## config.mk

```make
export PLATFORM = sky130hd
export DESIGN_NAME = scatter_scheduler_flat
export DESIGN_NICKNAME = d
export VERILOG_FILES = /design/src/rtl/scatter_scheduler_if.sv /design/src/rtl/scatter_scheduler.sv /design/src/flat_wrapper.sv
export SDC_FILE = /design/constraint.sdc
export NUM_CORES = 1
export LEC_CHECK = 0
export CAP_MARGIN = 5
export CORE_MARGIN = 2
export CORE_UTILIZATION = 54
export CTS_BUF_LIST = sky130_fd_sc_hd__clkbuf_4
export DETAILED_ROUTE_END_ITERATION = 7
export GPL_TIMING_DRIVEN = 0
export HOLD_SLACK_MARGIN = 0.03
export PLACE_DENSITY = 0.88
export SYNTH_ARGS = -nofsm -noshare
export SYNTH_HDL_FRONTEND = slang
export SYNTH_SLANG_ARGS = --single-unit
```

## constraint.sdc

```tcl
create_clock -name clk -period 8.05 [get_ports clk]
set_clock_uncertainty 0.2 [all_clocks]
set_input_delay 2.0125 -clock clk [delete_from_list [all_inputs] [get_ports clk]]
set_output_delay 2.0125 -clock clk [all_outputs]
set_load 0.02 [all_outputs]
```

## src/rtl/scatter_scheduler_if.sv

```systemverilog
// Bundle of the frame-control, pusher-lane, accumulator and grid-clear signals
// around scatter_scheduler.
//   master : scheduler side (drives grants, accumulator feed, clear port, status)
//   slave  : environment side (drives start/count/hold and the pusher lanes)
// Signals:
//   start, num_particles, hold      frame control from the solver
//   src_valid, src_gyro, src_ready  per-stream gyropoint handshake
//   acc_valid, acc_gyro             accumulator input
//   clr_we, clr_addr                grid zero-write port
//   busy, done, issued              frame status
interface scatter_scheduler_if #(
    parameter int unsigned NUM_SRC = 2,
    parameter int unsigned ADDR_W  = 12,
    parameter int unsigned CNT_W   = 24,
    parameter int unsigned GYRO_W  = 32
);
    logic                             start;
    logic [CNT_W-1:0]                 num_particles;
    logic                             hold;
    logic [NUM_SRC-1:0]               src_valid;
    logic [NUM_SRC-1:0][GYRO_W-1:0]   src_gyro;
    logic [NUM_SRC-1:0]               src_ready;
    logic                             acc_valid;
    logic [GYRO_W-1:0]                acc_gyro;
    logic                             clr_we;
    logic [ADDR_W-1:0]                clr_addr;
    logic                             busy;
    logic                             done;
    logic [CNT_W-1:0]                 issued;

    modport master (
        input  start, num_particles, hold, src_valid, src_gyro,
        output src_ready, acc_valid, acc_gyro, clr_we, clr_addr, busy, done, issued
    );

    modport slave (
        output start, num_particles, hold, src_valid, src_gyro,
        input  src_ready, acc_valid, acc_gyro, clr_we, clr_addr, busy, done, issued
    );
endinterface

```

## src/rtl/scatter_scheduler.sv

```systemverilog
// Frame controller for the charge-scatter stage: zeroes the charge grid, then
// round-robin arbitrates gyropoints from NUM_SRC pusher streams into the single
// accumulator (one per cycle), waits for the accumulator to drain and pulses done.
// Ports:
//   clk  rising-edge clock
//   rst  asynchronous active-low reset
//   bus  scatter_scheduler_if.master (control, pusher lanes, accumulator, clear port)
// The gyropoint (posvec_t) is carried as a flat GYRO_W-bit word.
module scatter_scheduler #(
    parameter int unsigned NUM_SRC      = 2,
    parameter int unsigned GRID_WORDS   = 4096,
    parameter int unsigned ADDR_W       = 12,
    parameter int unsigned DRAIN_CYCLES = 10,
    parameter int unsigned CNT_W        = 24,
    parameter int unsigned GYRO_W       = 32
) (
    input logic                 clk,
    input logic                 rst,
    scatter_scheduler_if.master bus
);
    localparam int unsigned PTR_W   = $clog2(NUM_SRC);
    localparam int unsigned DRAIN_W = $clog2(DRAIN_CYCLES + 1);

    typedef enum logic [2:0] {StIdle, StClear, StScatter, StDrain, StDone} state_e;

    state_e              state_q, state_d;
    logic [CNT_W-1:0]    count_q, count_d;
    logic [CNT_W-1:0]    issued_q, issued_d;
    logic [ADDR_W-1:0]   clr_addr_q, clr_addr_d;
    logic [PTR_W-1:0]    ptr_q, ptr_d;
    logic [DRAIN_W-1:0]  drain_q, drain_d;
    logic                acc_valid_q;
    logic [GYRO_W-1:0]   acc_gyro_q, acc_gyro_d;

    logic                can_issue;
    logic                found;
    logic                handshake;
    logic [NUM_SRC-1:0]  grant;
    logic [PTR_W-1:0]    gnt_idx;
    logic [PTR_W:0]      scan;

    // Round-robin: scan from the priority pointer, wrapping modulo NUM_SRC.
    always_comb begin
        grant     = '0;
        gnt_idx   = '0;
        found     = 1'b0;
        scan      = '0;
        can_issue = (state_q == StScatter) && !bus.hold && (issued_q < count_q);
        for (int i = 0; i < NUM_SRC; i++) begin
            scan = {1'b0, ptr_q} + (PTR_W + 1)'(i);
            if (scan >= (PTR_W + 1)'(NUM_SRC)) begin
                scan = scan - (PTR_W + 1)'(NUM_SRC);
            end
            if (!found && bus.src_valid[scan[PTR_W-1:0]]) begin
                found                    = 1'b1;
                gnt_idx                  = scan[PTR_W-1:0];
                grant[scan[PTR_W-1:0]]   = 1'b1;
            end
        end
        handshake = can_issue && found;
    end

    always_comb begin
        state_d    = state_q;
        count_d    = count_q;
        issued_d   = issued_q;
        clr_addr_d = clr_addr_q;
        ptr_d      = ptr_q;
        drain_d    = drain_q;
        acc_gyro_d = acc_gyro_q;
        unique case (state_q)
            StIdle: begin
                if (bus.start) begin
                    count_d    = bus.num_particles;
                    issued_d   = '0;
                    clr_addr_d = '0;
                    state_d    = StClear;
                end
            end
            StClear: begin
                if (!bus.hold) begin
                    clr_addr_d = clr_addr_q + 1'b1;
                    if (clr_addr_q == ADDR_W'(GRID_WORDS - 1)) begin
                        state_d = (count_q == '0) ? StDone : StScatter;
                    end
                end
            end
            StScatter: begin
                if (handshake) begin
                    issued_d   = issued_q + 1'b1;
                    acc_gyro_d = bus.src_gyro[gnt_idx];
                    ptr_d      = (gnt_idx == PTR_W'(NUM_SRC - 1)) ? '0 : gnt_idx + 1'b1;
                    if (issued_d == count_q) begin
                        state_d = StDrain;
                        drain_d = DRAIN_W'(DRAIN_CYCLES);
                    end
                end
            end
            // Free-running: the accumulator cannot stall, so hold is ignored here.
            StDrain: begin
                if (drain_q == '0) begin
                    state_d = StDone;
                end else begin
                    drain_d = drain_q - 1'b1;
                end
            end
            StDone: state_d = StIdle;
            default: state_d = StIdle;
        endcase
    end

    always_ff @(posedge clk or negedge rst) begin
        if (!rst) begin
            state_q     <= StIdle;
            count_q     <= '0;
            issued_q    <= '0;
            clr_addr_q  <= '0;
            ptr_q       <= '0;
            drain_q     <= '0;
            acc_valid_q <= 1'b0;
            acc_gyro_q  <= '0;
        end else begin
            state_q     <= state_d;
            count_q     <= count_d;
            issued_q    <= issued_d;
            clr_addr_q  <= clr_addr_d;
            ptr_q       <= ptr_d;
            drain_q     <= drain_d;
            acc_valid_q <= handshake;
            acc_gyro_q  <= acc_gyro_d;
        end
    end

    assign bus.src_ready = can_issue ? grant : '0;
    assign bus.acc_valid = acc_valid_q;
    assign bus.acc_gyro  = acc_gyro_q;
    assign bus.clr_we    = (state_q == StClear) && !bus.hold;
    assign bus.clr_addr  = clr_addr_q;
    assign bus.busy      = (state_q != StIdle);
    assign bus.done      = (state_q == StDone);
    assign bus.issued    = issued_q;
endmodule

```

## src/flat_wrapper.sv

```systemverilog
// flat-port wrapper written by rule: the top's interface ports become plain ports
module scatter_scheduler_flat 
#(
    parameter int unsigned NUM_SRC      = 2,
    parameter int unsigned GRID_WORDS   = 4096,
    parameter int unsigned ADDR_W       = 12,
    parameter int unsigned DRAIN_CYCLES = 10,
    parameter int unsigned CNT_W        = 24,
    parameter int unsigned GYRO_W       = 32
)
  (clk, rst, bus_start, bus_num_particles, bus_hold, bus_src_valid, bus_src_gyro, bus_src_ready, bus_acc_valid, bus_acc_gyro, bus_clr_we, bus_clr_addr, bus_busy, bus_done, bus_issued);
  scatter_scheduler_if #(.NUM_SRC(NUM_SRC), .ADDR_W(ADDR_W), .CNT_W(CNT_W), .GYRO_W(GYRO_W)) bus_i ();
  input logic clk;
  input logic rst;
  input wire logic [$bits(bus_i.start)-1:0] bus_start;
  input wire logic [$bits(bus_i.num_particles)-1:0] bus_num_particles;
  input wire logic [$bits(bus_i.hold)-1:0] bus_hold;
  input wire logic [$bits(bus_i.src_valid)-1:0] bus_src_valid;
  input wire logic [$bits(bus_i.src_gyro)-1:0] bus_src_gyro;
  output wire logic [$bits(bus_i.src_ready)-1:0] bus_src_ready;
  output wire logic [$bits(bus_i.acc_valid)-1:0] bus_acc_valid;
  output wire logic [$bits(bus_i.acc_gyro)-1:0] bus_acc_gyro;
  output wire logic [$bits(bus_i.clr_we)-1:0] bus_clr_we;
  output wire logic [$bits(bus_i.clr_addr)-1:0] bus_clr_addr;
  output wire logic [$bits(bus_i.busy)-1:0] bus_busy;
  output wire logic [$bits(bus_i.done)-1:0] bus_done;
  output wire logic [$bits(bus_i.issued)-1:0] bus_issued;
  assign bus_i.start = bus_start;
  assign bus_i.num_particles = bus_num_particles;
  assign bus_i.hold = bus_hold;
  assign bus_i.src_valid = bus_src_valid;
  assign bus_i.src_gyro = bus_src_gyro;
  assign bus_src_ready = bus_i.src_ready;
  assign bus_acc_valid = bus_i.acc_valid;
  assign bus_acc_gyro = bus_i.acc_gyro;
  assign bus_clr_we = bus_i.clr_we;
  assign bus_clr_addr = bus_i.clr_addr;
  assign bus_busy = bus_i.busy;
  assign bus_done = bus_i.done;
  assign bus_issued = bus_i.issued;
  scatter_scheduler #(.NUM_SRC(NUM_SRC), .GRID_WORDS(GRID_WORDS), .ADDR_W(ADDR_W), .DRAIN_CYCLES(DRAIN_CYCLES), .CNT_W(CNT_W), .GYRO_W(GYRO_W)) u_core (.clk(clk), .rst(rst), .bus(bus_i));
endmodule
```

* Yosys cells after proc, flatten, opt, wreduce, memory -nomap -nowiden
Index checks and enable logic that the tools add are counted.
** Operators by class
- $add $sub $neg :: 7
- Equal/unequal tests :: 13
- Reductions and logical operators :: 22
- Order comparisons :: 8
- Bitwise operators :: 1
- Multiplexer cells :: 38
** Operators by type and width (number)
- $mux W32 :: 2
- $mux W24 :: 2
- $pmux W24 S2 :: 1
- $add A24 B1 Y24 const B :: 1
- $eq A24 B24 Y1 :: 1
- $logic_not A24 Y1 :: 1
- $lt A24 B24 Y1 :: 1
- $mux W12 :: 2
- $pmux W12 S2 :: 1
- $mux W3 :: 7
- $mux W1 :: 13
- $add A12 B1 Y12 const B :: 1
- $eq A12 B12 Y1 const B :: 1
- $mux W4 :: 3
- $pmux W3 S4 :: 1
- $ne A2 B2 Y1 const B :: 4
- $pmux W4 S2 :: 1
- $logic_and A1 B1 Y1 :: 7
- $eq A3 B2 Y1 const B :: 2
- $lt A1 B2 Y1 const B :: 3
- $mux W2 :: 3
- $ne A2 B1 Y1 const B :: 3
- $reduce_and A3 Y1 :: 2
- $reduce_and A6 Y1 :: 1
- 18 further kinds :: 25
** Storage, ports and cells
- Input port bits :: 94
- Bits in registers :: 101
- Output and inout port bits :: 74

* Logic depth before layout (Yosys ltp)
Gate-level depths: netlist of the first run.
- Depth after elaboration :: 11
- Gate-level depth with buffers :: 11
- Depth with buffers taken out :: 10

* Least setup slack after synthesis of the first run
No wires, ideal clock.
- Kind :: input to output
- Start point :: input bus_src_valid[0]
- End point :: output bus_src_ready[0]
- Cell stages on the path :: 5
- Path slack :: 2.609 ns
- Arrival time :: 3.228 ns
- Data required time :: 5.838 ns
- Path through :: inv_1 -> o21ai_0 -> clkbuf_1 -> clkbuf_1 -> and3_1
** On the way
- Cells in the longest elaborated chain, start to end :: 7
- Elaborated cells between the ends (all ways) :: 11
- Those cells by class :: mux (8); bitwise (1); reduce/logical (2)
** RTL lines
- from (decl) :: RTL line flat_wrapper.sv:18 : input wire logic [$bits(bus_i.src_valid)-1:0] bus_src_valid;
- $mux W1 (implied by the code) (2 in series) :: RTL line scatter_scheduler.sv:54 : if (!found && bus.src_valid[scan[PTR_W-1:0]]) begin
- $mux W1 :: RTL line scatter_scheduler.sv:54
- $logic_not A1 Y1 :: RTL line scatter_scheduler.sv:54
- $logic_and A1 B1 Y1 :: RTL line scatter_scheduler.sv:54
- $mux W2 * :: RTL line scatter_scheduler.sv:54
- $mux W2 * :: RTL line scatter_scheduler.sv:134 : assign bus.src_ready = can_issue ? grant : '0;
- to (decl) :: RTL line flat_wrapper.sv:20 : output wire logic [$bits(bus_i.src_ready)-1:0] bus_src_ready;
Every way passes the cells marked *; elsewhere a longest branch is shown, timed or not. The select of a mux whose other input is x is not followed.

* Final worst setup path of the first run
Ends and elaborated chain as after synthesis.

==> results of run 1 <==
## layer usage
layer	track usage, %	share of wire [%]	up-vias
li1	-	-	2916
met1	35.9	39	2827
met2	52.2	49	263
met3	9.13	8.9	46
met4	9.96	3.2	0
met5	0	0	-
## through the flow
step | util [%] | hold slack (ns) | total power, W | worst slack (ns) | instance area [sq um]
after floorplan | - | 0.272 | 0.000675 | 2.61 | 6200
after global placement | 71.1 | 0.260 | 0.000783 | 0.888 | 8050
after detailed placement | 71.3 | 0.269 | 0.000789 | 1.29 | 8070
after CTS | 72.3 | 0.303 | 0.00103 | 1.28 | 8190
after global routing | 72.3 | 0.320 | 0.00107 | 1.15 | 8190
final | 72.3 | 0.297 | 0.00103 | 1.29 | 8190
## layout by cell type, fill, tap and decap left out, drive strengths merged, types with 9 or more instances in the layout
cell type / n
ha: 28
a31oi: 9
clkbuf: 38
o21ai: 102
mux2i: 33
nand2: 102
clkdlybuf4s50: 166
nand3: 21
dfrtp: 101
a21oi: 29
o31ai: 14
nor3: 12
xor2: 13
nor2: 41
nor4: 13
inv: 36
nand4: 16
xnor2: 21
buf: 11
## flip-flops by register name, summed over array words and instances, names as in the netlist
signal,count
u_core.drain_q,4
u_core.bus.acc_gyro,32
u_core.bus.acc_valid,1
u_core.bus.clr_addr,12
u_core.bus.issued,24
u_core.count_q,24
u_core.ptr_q,1
u_core.state_q,3
## cells in the mapped netlist, types with 4 or more instances
cell	number	area (sq um)
a32oi_1	4	35.0
a2111oi_0	5	43.8
ha_1	28	350
and2_1	7	43.8
nand4_1	16	100
nand3_1	20	100
o21ai_0	102	510
o21a_1	5	37.5
nor2b_1	7	43.8
or3_1	8	50.1
a21oi_1	29	145
dfrtp_1	101	2530
xnor2_1	21	184
a31oi_1	9	56.3
xor2_1	13	114
o41ai_1	4	35.0
and3_1	7	43.8
clkbuf_1	27	101
mux2i_1	33	330
a21o_1	4	30.0
nand2_1	100	375
o31ai_1	14	105
buf_2	4	20.0
nor3_1	11	55.1
nand2b_1	5	31.3
inv_1	35	131
nor4_1	12	75.1
and4_1	4	35.0
nor2_1	41	154
## layout make-up
cell class,count,area [sq um],area share (%)
diodes,1,2.50,0.0306
clock buffers,10,75.1,0.917
repair buffers,168,1700,20.7
well taps,143,179,2.18
flip-flops and latches,101,2530,30.9
plain buffers,37,168,2.05
multi-input cells,542,3370,41.2
inverters,35,131,1.60
clock inverters,5,37.5,0.458
## cell families (layout without fill, tap and decap cells)
| logic type | count (synthesis) | count (layout) | synth area share (%) |
|---|---|---|---|
| simple gates | 256 | 256 | 20.4 |
| mux | 33 | 33 | 5.33 |
| xor+xnor | 34 | 34 | 4.80 |
| compound gates | 191 | 191 | 18.2 |
| fa+ha+maj | 28 | 28 | 5.65 |
| other cells | 0 | 1 | 0 |
| flops | 101 | 101 | 40.8 |
| buf+inv | 72 | 255 | 4.82 |
## tightest hold or removal path: cells and delay by family (launching register included)
family,cells,cell delay [ns]
AO/OA/AOI/OAI,1,0.06
AND/OR/NAND/NOR,1,0.04
flip-flops,1,0.37
## power breakdown
part / switching [W] / internal (W)
logic: 0.0000991 / 0.000110
registers: 0.0000375 / 0.000535
clock network: 0.000180 / 0.0000665
## worst max-delay path by stage
stage / startpoint / endpoint / slack, ns / cells after the start
after floorplan: bus_src_valid[0] / bus_src_ready[0] / 2.61 / 5
after global placement: rst / u_core.bus.acc_gyro[4] / 0.89 / 1
after detailed placement: bus_src_valid[0] / bus_src_ready[0] / 1.29 / 7
after CTS: bus_src_valid[0] / bus_src_ready[0] / 1.28 / 7
after global routing: bus_src_valid[0] / bus_src_ready[0] / 1.15 / 7
final: bus_src_valid[0] / bus_src_ready[0] / 1.29 / 7
==> summary.txt, run 1 <==
Route
  • Final antenna-violating net count: 0
  • Vias/cell: 5.81
  • Starting DRT DRC Count: 455
  • Drc violations: 0
  • DR WL/cell: 17.4 um
  • Routed WL: 18.2 mm
  • Vias after detailed routing: 6,052
  • First-pass iteration count of the detailed router: 5

Min path
  • Hold Crit Start: u_core.bus.acc_gyro[11]
  • Min-Delay Endpoint: u_core.bus.acc_gyro[11]
  • Hold Crit Depth: 2
  • Hold Path Class: flip-flop to flip-flop

Layout
  • Fillers: 894
  • Fin cells: 1,042
  • Layout area overhead: 32.1%
  • Layout Nets: 1,016
  • Share of layout cells above drive strength 1: 3.79%

Worst setup path
  • Reg2Reg Depth: 10
  • Slowest CP cell: clkdlybuf4s50_1
  • Reg2reg setup slack: 4.10 ns
  • Delay-heaviest family, CP: buffers and inverters
  • CP startpoint kind: primary input
  • Critical Path Fanout Max: 10
  • RR Startpoint: u_core.bus.issued[23]
  • Critical path class: primary input to primary output
  • Crit. End Element: primary output
  • Crit path cell chain: clkdlybuf4s50_1 -> inv_1 -> o21ai_0 -> clkbuf_1 -> clkbuf_1 -> and3_1 -> clkdlybuf4s50_1
  • WP data required: 5.84 ns
  • Worst Path Arrival: 4.55 ns
  • Reg2reg end: u_core.bus.acc_gyro[27]
  • CP peak stage delay: 0.63 ns
  • CP Buf/Inv Count: 5

Global route
  • Largest net degree at the start of global routing: 62
  • Grt ovf: 0
  • Vias in the first global route: 5,933
  • All-layer global routing usage: 30.1%
  • Initial antenna violation count: 1
  • First-pass GRT wire length: 29.8 mm

Floorplanning
  • Site row count: 39
  • IO Pins: 168
  • Initial core utilization: 54.8%
  • Die width: 111 um
  • Die area: 0.0124 sq mm
  • Die Span Y: 111 um
  • Core area: 0.0113 sq mm

Placed design
  • IO Port Bufs: 167
  • HPWL Detailed: 13.9 mm
  • Placer congestion estimate: 0.951
  • Placed Cells: 1,026

STA
  • Relative slew margins: 46.1%
  • Fin crit share: 84.0%
  • Post-Route Setup TNS: 0 ns
  • Fmax: 0.148 GHz
  • Final Hold Vio Count: 0
  • Tmin final: 6.76 ns
  • RSZ-0062 raised after global routing: no
  • Worst-margin pin slew: 0.789 ns
  • Final setup viols: 0
  • Slew Viols, Final: 0

Clock network
  • Post-cts hold buffer count: 0
  • CTS Buf Count: 9
  • Post-CTS sizing: 0
  • CTS Sinks: 101
  • Reg clk slew, reported paths: 0.16 ns
  • CTS Root Cell: clkbuf_4
  • Post-CTS setup buffers: 0
  • H-tree levels: 3
  • Longest Clk Path Bufs: 2
  • Clk_lat worst skew: 0.51 ns
  • CTS tree: built

Synthesis
  • Async SR Flop Fraction: 100%
  • Mapped Area: 0.00620 sq mm
  • Post-Synthesis Net Count: 837
  • Syn Area/Cell: 8.67 sq um
  • Sequential area share after synthesis: 40.8%
  • Synth cell types: 56
  • Cells after Synth: 715
  • Seq cells post-synth: 101
  • Number of synthesized flops with an enable pin: 0
  • Yosys warning count: 0
  • Synth Flop Type: dfrtp_1

Run
  • Max Cap Viol: 0

Run status
  • Status: complete, no violations

Pwr
  • Cell Pwr Density: 126 mW/mm^2
  • VDD IR max: 0.000153 V
  • Lkg Pwr: 3.46 nW
Note: power is estimated with default switching activity, not from simulation.
==> run 2: changes to the inputs <==
CORE_UTILIZATION = 46   (was 54)
PLACE_DENSITY = 0.8   (was 0.88)
clock period = 5.6 ns   (was 8.05 ns; I/O delays follow)
==> summary.txt, run 2 (same netlist as run 1, synthesis figures left out) <==
Worst setup path
  • Crit path cell chain: clkdlybuf4s50_1 -> inv_1 -> o21ai_0 -> clkbuf_1 -> clkbuf_2 -> and3_1 -> clkdlybuf4s50_1
  • CP Buf/Inv Count: 5
  • Critical Path Fanout Max: 10
  • CP startpoint kind: primary input
  • CP peak stage delay: 0.61 ns
  • WP data required: 4.00 ns
  • Slowest CP cell: clkdlybuf4s50_1
  • Worst Path Arrival: 3.73 ns
  • Critical path class: primary input to primary output
  • CP most frequent cell: clkdlybuf4s50_1
  • Crit. End Element: primary output
  • Delay-heaviest family, CP: buffers and inverters

Layout
  • Fillers: 1,162
  • Util after Layout: 62.7%
  • Commonest non-fill, non-tap cells in the layout: clkdlybuf4s50_1 (166), o21ai_0 (102), dfrtp_1 (101), nand2_1 (100), nor2_1 (41)
  • Layout Nets: 1,016
  • Share of layout cells above drive strength 1: 4.00%
  • Final Instance Area: 0.00826 sq mm
  • Layout area overhead: 33.3%
  • Max FFs per register: 32
  • # diodes: 0
  • Most common cell after layout, fill and taps aside: clkdlybuf4s50_1

Route
  • Vias after detailed routing: 6,016
  • DR WL/cell: 17.2 um
  • Final antenna-violating net count: 0
  • Drc violations: 0
  • Vias/cell: 5.60
  • Routed WL: 18.5 mm
  • First-pass iteration count of the detailed router: 5
  • Starting DRT DRC Count: 452

STA
  • Worst-margin pin slew: 0.908 ns
  • Fmax: 0.188 GHz
  • RSZ-0062 raised after global routing: no
  • Relative slew margins: 37.9%
  • Slew Viols, Final: 0
  • Worst-case hold slack: 0.297 ns
  • Final Hold Vio Count: 0
  • Final setup viols: 0
  • Post-Route Setup TNS: 0 ns
  • Fin crit share: 95.1%
  • Tmin final: 5.33 ns

Floorplanning
  • Die Span Y: 120 um
  • IO Pins: 168
  • Die area: 0.0144 sq mm
  • Initial core utilization: 47.0%
  • Core area: 0.0132 sq mm
  • Site row count: 42
  • Die width: 120 um

Clock network
  • CTS Root Cell: clkbuf_4
  • Longest Clk Path Bufs: 2
  • CTS tree: built
  • CTS Buf Count: 9
  • Reg clk slew, reported paths: 0.17 ns
  • CTS Sinks: 101
  • H-tree levels: 3
  • Clk_lat worst skew: 0.49 ns
  • Post-cts hold buffer count: 0

Global route
  • First-pass GRT wire length: 30.4 mm
  • Largest net degree at the start of global routing: 57
  • Grt ovf: 0
  • Vias in the first global route: 5,910
  • Initial antenna violation count: 0
  • All-layer global routing usage: 26.8%

Placed design
  • IO Port Bufs: 167
  • Area after DPL: 0.00812 sq mm
  • HPWL Detailed: 14.2 mm
  • Placer congestion estimate: 0.946

Pwr
  • VDD IR max: 0.000149 V
  • Tot Pwr: 0.00153 W
  • Cell Pwr Density: 186 mW/mm^2
  • Lkg Pwr: 3.48 nW

Run
  • Max Cap Viol: 0

Min path
  • Hold Path Class: flip-flop to flip-flop

Run status
  • Status: complete, no violations
## run 2: cell types whose count changed in the layout (fill, tap and decap cells not counted), sizes merged
cell and delta:
bufinv +1, clkbuf -1, clkinv -2, clkinvlp +1, diode -1, inv +2
## run 2: repair_timing
item | CTS | global route
setup buffers | 0 | 0
gates resized for setup | 0 | 2
endpoints found under the setup margin | 0 | 1
## run 2: final cells by class
class                   instances  area [sq um]  share of cell area (%)
clock inverters                 7          80.1                   0.969
clock buffers                   9          67.6                   0.818
multi-input cells             542          3370                    40.8
repair buffers                168          1700                    20.5
inverters                      35           131                    1.59
plain buffers                  37           169                    2.04
flip-flops and latches        101          2530                    30.6
well taps                     176           220                    2.66
## run 2: metrics by stage
stage               worst slack [ns]  instances
floorplan                       1.38        715
global placement              -0.981       1058
detailed placement            0.0165       1059
CTS                           0.0102       1075
global route                  0.0394       1075
finish                         0.274       1075
## run 2: power by group
group / internal (W) / switching [W]
clock: 0.000142 / 0.000269
combinational: 0.000158 / 0.000142
sequential: 0.000769 / 0.0000534
## run 2: path summary, 6_finish.rpt
kind                                      endpoint  cells after the start  slack [ns]                     from
setup / recovery                  bus_src_ready[0]                      7        0.27         bus_src_valid[0]
hold / removal             u_core.bus.acc_gyro[27]                      2        0.30  u_core.bus.acc_gyro[27]
setup reg to reg           u_core.bus.acc_gyro[28]                     10        1.62    u_core.bus.issued[23]
hold reg to reg            u_core.bus.acc_gyro[27]                      2        0.30  u_core.bus.acc_gyro[27]
max in group asynchronous    u_core.bus.issued[18]                      2        3.76                      rst
min in group asynchronous    u_core.bus.issued[17]                      1        0.76                      rst
## run 2: routing by layer
| layer | track usage [%] | up-vias | share of wire (%) |
|---|---|---|---|
| li1 | - | 2921 | - |
| met2 | 44.7 | 261 | 48 |
| met3 | 7.89 | 30 | 9.1 |
| met4 | 6.54 | 0 | 1.7 |
| met1 | 34.2 | 2804 | 41 |
| met5 | 0 | - | 0 |
## run 2: worst reg2reg max path: stages, from the launching register on
cell      delay [ns]
dfrtp_1         0.52
ha_1            0.36
nand4_1         0.22
nor4_1          0.65
nand2_1         0.25
and4b_1         0.27
nand3_1         0.26
clkbuf_1        0.55
clkbuf_1        0.43
nand2_1         0.11
o21ai_0         0.08
